`src/rtl/parallax_starfield.sv`:
```
// Multi-layer parallax starfield: LFSR-seeded star table, per-layer vertical scroll
// once per frame, and a one-cycle registered pixel lookup for the compositor.
module parallax_starfield #(
  parameter int unsigned NUM_LAYERS      = 3,
  parameter int unsigned STARS_PER_LAYER = 8,
  parameter int unsigned HRES            = 640,
  parameter int unsigned VRES            = 480,
  parameter logic [15:0] LFSR_SEED       = 16'hACE1,
  parameter bit          TWINKLE         = 1'b0
) (
  input  logic               pixel_clk,
  input  logic               rst,
  input  logic               fsync,
  input  logic signed [11:0] hpos,
  input  logic signed [11:0] vpos,
  input  logic [1:0]         game_state,
  output logic [7:0]         pixel [0:2],
  output logic               active,
  output logic               ready
);

  localparam int unsigned N  = NUM_LAYERS * STARS_PER_LAYER;
  localparam int unsigned IW = (N > 1) ? $clog2(N) : 1;
  localparam int unsigned SW = (STARS_PER_LAYER > 1) ? $clog2(STARS_PER_LAYER) : 1;
  localparam int unsigned LW = 2;
  localparam logic [15:0] LFSR_MASK = 16'hB400;
  localparam logic [1:0]  GS_GAMEOVER = 2'b11;

  typedef enum logic [1:0] {
    S_INIT   = 2'd0,
    S_RUN    = 2'd1,
    S_UPDATE = 2'd2
  } state_t;

  state_t          state, state_next;
  logic [IW-1:0]   idx, idx_next;
  logic [LW-1:0]   lyr;
  logic [SW-1:0]   sub;
  logic [15:0]     lfsr, lfsr_next;
  logic [7:0]      frame_cnt;
  logic            lfsr_adv, frame_inc, step;
  logic [9:0]      draw_x;
  logic [8:0]      draw_y;
  logic [9:0]      y_sum;
  logic [8:0]      y_wrapped;
  logic            wrap;
  logic            hit;
  logic [7:0]      bright;

  logic [9:0]      star_x [N];
  logic [8:0]      star_y [N];

  function automatic logic [7:0] layer_bright(input int unsigned k);
    int unsigned b;
    b = 32'h60 + k * 32'h50;
    return (b > 32'hFF) ? 8'hFF : 8'(b);
  endfunction

  // Random draw from the current LFSR value, folded into the visible area
  always_comb begin
    draw_x = lfsr[9:0];
    if ({1'b0, lfsr[9:0]} >= 11'(HRES))
      draw_x = 10'({1'b0, lfsr[9:0]} - 11'(HRES));
    draw_y = lfsr[15:7];
    if ({1'b0, lfsr[15:7]} >= 10'(VRES))
      draw_y = 9'({1'b0, lfsr[15:7]} - 10'(VRES));
    lfsr_next = {1'b0, lfsr[15:1]} ^ (lfsr[0] ? LFSR_MASK : 16'h0000);
  end

  // Scroll step for the star currently addressed by idx
  always_comb begin
    y_sum     = {1'b0, star_y[idx]} + 10'(lyr) + 10'd1;
    wrap      = (y_sum >= 10'(VRES));
    y_wrapped = 9'(y_sum - 10'(VRES));
  end

  always_ff @(posedge pixel_clk) begin
    if (rst) begin
      state <= S_INIT;
      idx   <= '0;
    end else begin
      state <= state_next;
      idx   <= idx_next;
    end
  end

  always_comb begin
    state_next = state;
    idx_next   = idx;
    lfsr_adv   = 1'b0;
    frame_inc  = 1'b0;
    step       = 1'b0;
    case (state)
      S_INIT: begin
        lfsr_adv = 1'b1;
        step     = 1'b1;
        if (idx == IW'(N - 1)) begin
          state_next = S_RUN;
          idx_next   = '0;
        end else begin
          idx_next = idx + IW'(1);
        end
      end
      S_RUN: begin
        if (fsync) begin
          frame_inc = 1'b1;
          if (game_state != GS_GAMEOVER) begin
            state_next = S_UPDATE;
            idx_next   = '0;
          end
        end
      end
      S_UPDATE: begin
        lfsr_adv = wrap;
        step     = 1'b1;
        if (idx == IW'(N - 1)) begin
          state_next = S_RUN;
          idx_next   = '0;
        end else begin
          idx_next = idx + IW'(1);
        end
      end
      default: state_next = S_INIT;
    endcase
  end

  // Layer/sub-index tracker walking alongside idx
  always_ff @(posedge pixel_clk) begin
    if (rst) begin
      lyr <= '0;
      sub <= '0;
    end else if (step) begin
      if (sub == SW'(STARS_PER_LAYER - 1)) begin
        sub <= '0;
        lyr <= (lyr == LW'(NUM_LAYERS - 1)) ? '0 : lyr + LW'(1);
      end else begin
        sub <= sub + SW'(1);
      end
    end
  end

  always_ff @(posedge pixel_clk) begin
    if (rst) begin
      lfsr      <= LFSR_SEED;
      frame_cnt <= '0;
      ready     <= 1'b0;
    end else begin
      if (lfsr_adv)  lfsr      <= lfsr_next;
      if (frame_inc) frame_cnt <= frame_cnt + 8'd1;
      ready <= (state != S_INIT);
    end
  end

  // Star table; INIT rewrites every entry so no reset is needed here
  always_ff @(posedge pixel_clk) begin
    if (state == S_INIT) begin
      star_x[idx] <= draw_x;
      star_y[idx] <= draw_y;
    end else if (state == S_UPDATE) begin
      star_y[idx] <= wrap ? y_wrapped : y_sum[8:0];
      if (wrap) star_x[idx] <= draw_x;
    end
  end

  // Ascending scan so that the highest matching layer wins
  always_comb begin
    hit    = 1'b0;
    bright = '0;
    for (int unsigned j = 0; j < N; j++) begin
      if (ready && ($unsigned(hpos) == {2'b00, star_x[j]}) &&
          ($unsigned(vpos) == {3'b000, star_y[j]})) begin
        hit    = 1'b1;
        bright = layer_bright(j / STARS_PER_LAYER);
        if (TWINKLE && (j < STARS_PER_LAYER) && (frame_cnt[3] == j[0]))
          bright = {1'b0, bright[7:1]};
      end
    end
  end

  always_ff @(posedge pixel_clk) begin
    if (rst) begin
      active <= 1'b0;
      for (int c = 0; c < 3; c++) pixel[c] <= '0;
    end else begin
      active <= hit;
      for (int c = 0; c < 3; c++) pixel[c] <= bright;
    end
  end

endmodule

```
`config.mk`:
```
export PLATFORM = sky130hd
export DESIGN_NAME = parallax_starfield
export DESIGN_NICKNAME = d
export VERILOG_FILES = /design/src/rtl/parallax_starfield.sv
export SDC_FILE = /design/constraint.sdc
export NUM_CORES = 1
export LEC_CHECK = 0
export BUFFER_PORTS_ARGS = -buffer_cell sky130_fd_sc_hd__buf_2
export CORE_MARGIN = 2
export CORE_UTILIZATION = 50
export CTS_BUF_LIST = sky130_fd_sc_hd__clkbuf_16
export CTS_CLUSTER_DIAMETER = 200
export DETAILED_ROUTE_END_ITERATION = 16
export GPL_ROUTABILITY_DRIVEN = 0
export PLACE_DENSITY = 0.66
export SLEW_MARGIN = 20
export SYNTH_ARGS = -nofsm -noshare
export SYNTH_HDL_FRONTEND = slang
export SYNTH_SLANG_ARGS = --single-unit
```
`constraint.sdc`:
```
create_clock -name pixel_clk -period 6.5 [get_ports pixel_clk]
set_input_delay 0.975 -clock pixel_clk [delete_from_list [all_inputs] [get_ports pixel_clk]]
set_output_delay 0.975 -clock pixel_clk [all_outputs]
set_load 0.02 [all_outputs]
```
==> results.toml <==
[routing]
drtIter0Drc = 1949
wl_per_cell_um = 31.8
viasPerCell = 6.26
num_vias = 15800
dr.pass1.iters = 5
routed_wl_um = 80500
drc = 0
ant_nets = 0

[clocking]
root_buffer = "clkbuf_16"
h-tree-depth = 2
numClockSinks = 566
cts_buffer_depth = 3
cts_inserted_buffers = 59
cts.clk_slew.worst_paths_ns = 0.07
postCtsHoldBufs = 0
cts_resized = 0
postCtsSetupRepairBufs = 0
clock_latency_ns = 0.64
cts_tree = "done"

[global_routing]
grt_max_degree = 42
grt_overflow = 0
first_global_vias = 15500
grt_pass1_wl_um = 114000
grt_antenna_before_repair = 2
grt_use_total = 0.301

[logic_synthesis]
ys_top_cells_by_area = "edfxtp_1, xor2_1, xnor2_1, mux4_2, mux2i_1"
yosysMostFrequentCell = "edfxtp_1"
synthTopCellsByCount = "edfxtp_1, xor2_1, xnor2_1, mux2i_1, nand4_1"
syn_inst = 1760
syn_area_mm2 = 0.0261
yosys.area.top_type = "edfxtp_1"
synth_cell_types = 61
ys_seq_area_frac = 0.636
synth-seq-cells = 566
ys_warn_count = 0
synth_top_area_frac = 0.607
synth_fp_nets = 1801
synthArstFlopShare = 0
ys.flop_type = "edfxtp_1"
synth_edf_count = 528
avgSynthCellArea_um2 = 14.8

[timing]
fmaxAchievable_mhz = 186
grt_setup_unrepaired = "false"
fin_skew_ns = 0.0257
fin_ws_ns = 1.14
max_slew_margin = 0.250
holdWs_ns = 0.507
drv_slew = 0
tightest_slew_ns = 1.12
fin_crit_ns = 5.36
finalHoldViolations = 0
setup_tns_ns = 0
setup_viol = 0
final.period_utilization = 0.825

[cells_and_area]
fin_area_mm2 = 0.0293
fin_util = 0.569
drive_above_1_share = 0.158
nFillCells = 4118
area_delta_synth_final_pct = 12.2
final_cells = 2529
final_nets = 1841

[place]
placed_area_mm2 = 0.0272
post-place-ws_ns = 1.20
portBuffers = 54
hpwl_um = 52600
dp_cells = 2418

[critical_path]
worst_path_most_repeated_cell = "mux4_2"
cp_max_fo = 33
cpMaxStageDelayCell = "dfxtp_4"
cp_slowest_stage_delay_ns = 0.77
cp.arrival_ns = 5.69
crit_chain = "mux4_2 -> mux4_2 -> mux2_2 -> ha_1 -> a21oi_1 -> nand2_1 -> nand4b_1 -> a2111o_1 -> and2_4 -> a211oi_1 -> buf_4"
r2r_slack_ns = 1.14
r2r_cells = 11
worstPathRequired_ns = 6.83
crit_buf_inv = 1
crit_type = "flip-flop to flip-flop"
crit_end = "star_x[8][0]"
start_kind = "flip-flop"
cp-end-kind = "flip-flop"
r2r_end = "star_x[8][0]"
crit_family = "compound AO/OA/AOI/OAI gates"
cp.depth = 11

[floorplan]
die_w_um = 233
start_util = 0.507
dieArea_mm2 = 0.0541
rows = 83
die_h_um = 233
coreArea_mm2 = 0.0515
io_pins = 55

[pwr]
power_density_mw_per_mm2 = 295
finalPower_mw = 8.65
irDropWorstVdd_uv = 221
p_leak_nw = 9.49

[run]
drv_cap = 0

[min_path]
hold_path_class = "flip-flop to flip-flop"

[outcome]
status = "complete, no violations"
[layout by cell type (no fill, tap or decap), types with 15 or more instances in the layout]
| cell type | Yosys | routed |
|---|---|---|
| edfxtp_1 | 528 | 528 |
| xor2_1 | 234 | 234 |
| xnor2_1 | 231 | 231 |
| mux2i_1 | 84 | 84 |
| nand4_1 | 75 | 75 |
| nor4_1 | 71 | 70 |
| clkbuf_16 | 0 | 60 |
| nor2_1 | 64 | 58 |
| buf_2 | 13 | 54 |
| buf_4 | 23 | 49 |
| mux4_2 | 48 | 48 |
| nand2_1 | 40 | 39 |
| a22oi_1 | 31 | 31 |
| dfxtp_1 | 38 | 29 |
| a21oi_1 | 24 | 22 |
| inv_1 | 10 | 20 |
| a211oi_1 | 17 | 17 |
| nand3_1 | 16 | 16 |
| nand2b_1 | 15 | 15 |
[per-layer routing]
layer,up-vias,wire [um],track usage
met5,-,0,0
met4,0,2510,0.0957
met3,144,7450,0.0596
met2,883,38900,0.491
met1,8150,31700,0.406
li1,6651,-,-
[report_power, final]
group          switching [mW]  leakage [nW]  internal (mW)
sequential             0.0927          5.08           4.08
clock                    1.45          1.04           2.23
combinational           0.535          3.36          0.267
total                    2.08          9.49           6.57
[registers in the layout, summed over array words and instances (netlist names), named ones only]
signal  count
idx         5
lfsr       16
lyr         2
pixel       4
ready       1
star_x    240
star_y    288
state       2
sub         3
[cells by family after synthesis]
kind of cell,synth area share
adder cells (fa/ha/maj),0.00603
flip-flops,0.636
AND/OR/NAND/NOR,0.0658
AO/OA/AOI/OAI,0.0364
multiplexers,0.0744
XOR/XNOR,0.156
buffers and inverters,0.0255
[final cells by class]
type	instances	area [um^2]	area share
clock buffer	60	1500	0.0512
antenna	1	2.50	0.0000854
multi-input combinational	1056	8960	0.306
tap	680	851	0.0290
timing repair buffer	106	713	0.0243
inverter	11	41.3	0.00141
sequential	566	16600	0.567
clock inverter	49	608	0.0207
[worst min-delay path by stage]
stage,cells after the start,to,start
5_1_grt,2,lfsr[9],lfsr[10]
6_report,2,sub[2],sub[2]
3_5_place_dp,2,sub[2],sub[2]
3_3_place_gp,2,sub[1],sub[1]
2_1_floorplan,2,sub[1],sub[1]
4_1_cts,2,sub[2],sub[2]
[worst reg2reg max path, delay by kind of cell (launching register included)]
family	cells	cell delay, ns
AND/OR/NAND/NOR	3	0.60
AO/OA/AOI/OAI	3	1.63
multiplexers	3	1.51
adder cells (fa/ha/maj)	1	0.28
flip-flops	1	0.77
buffers and inverters	1	0.28
Power figures use the tool's default switching activity.
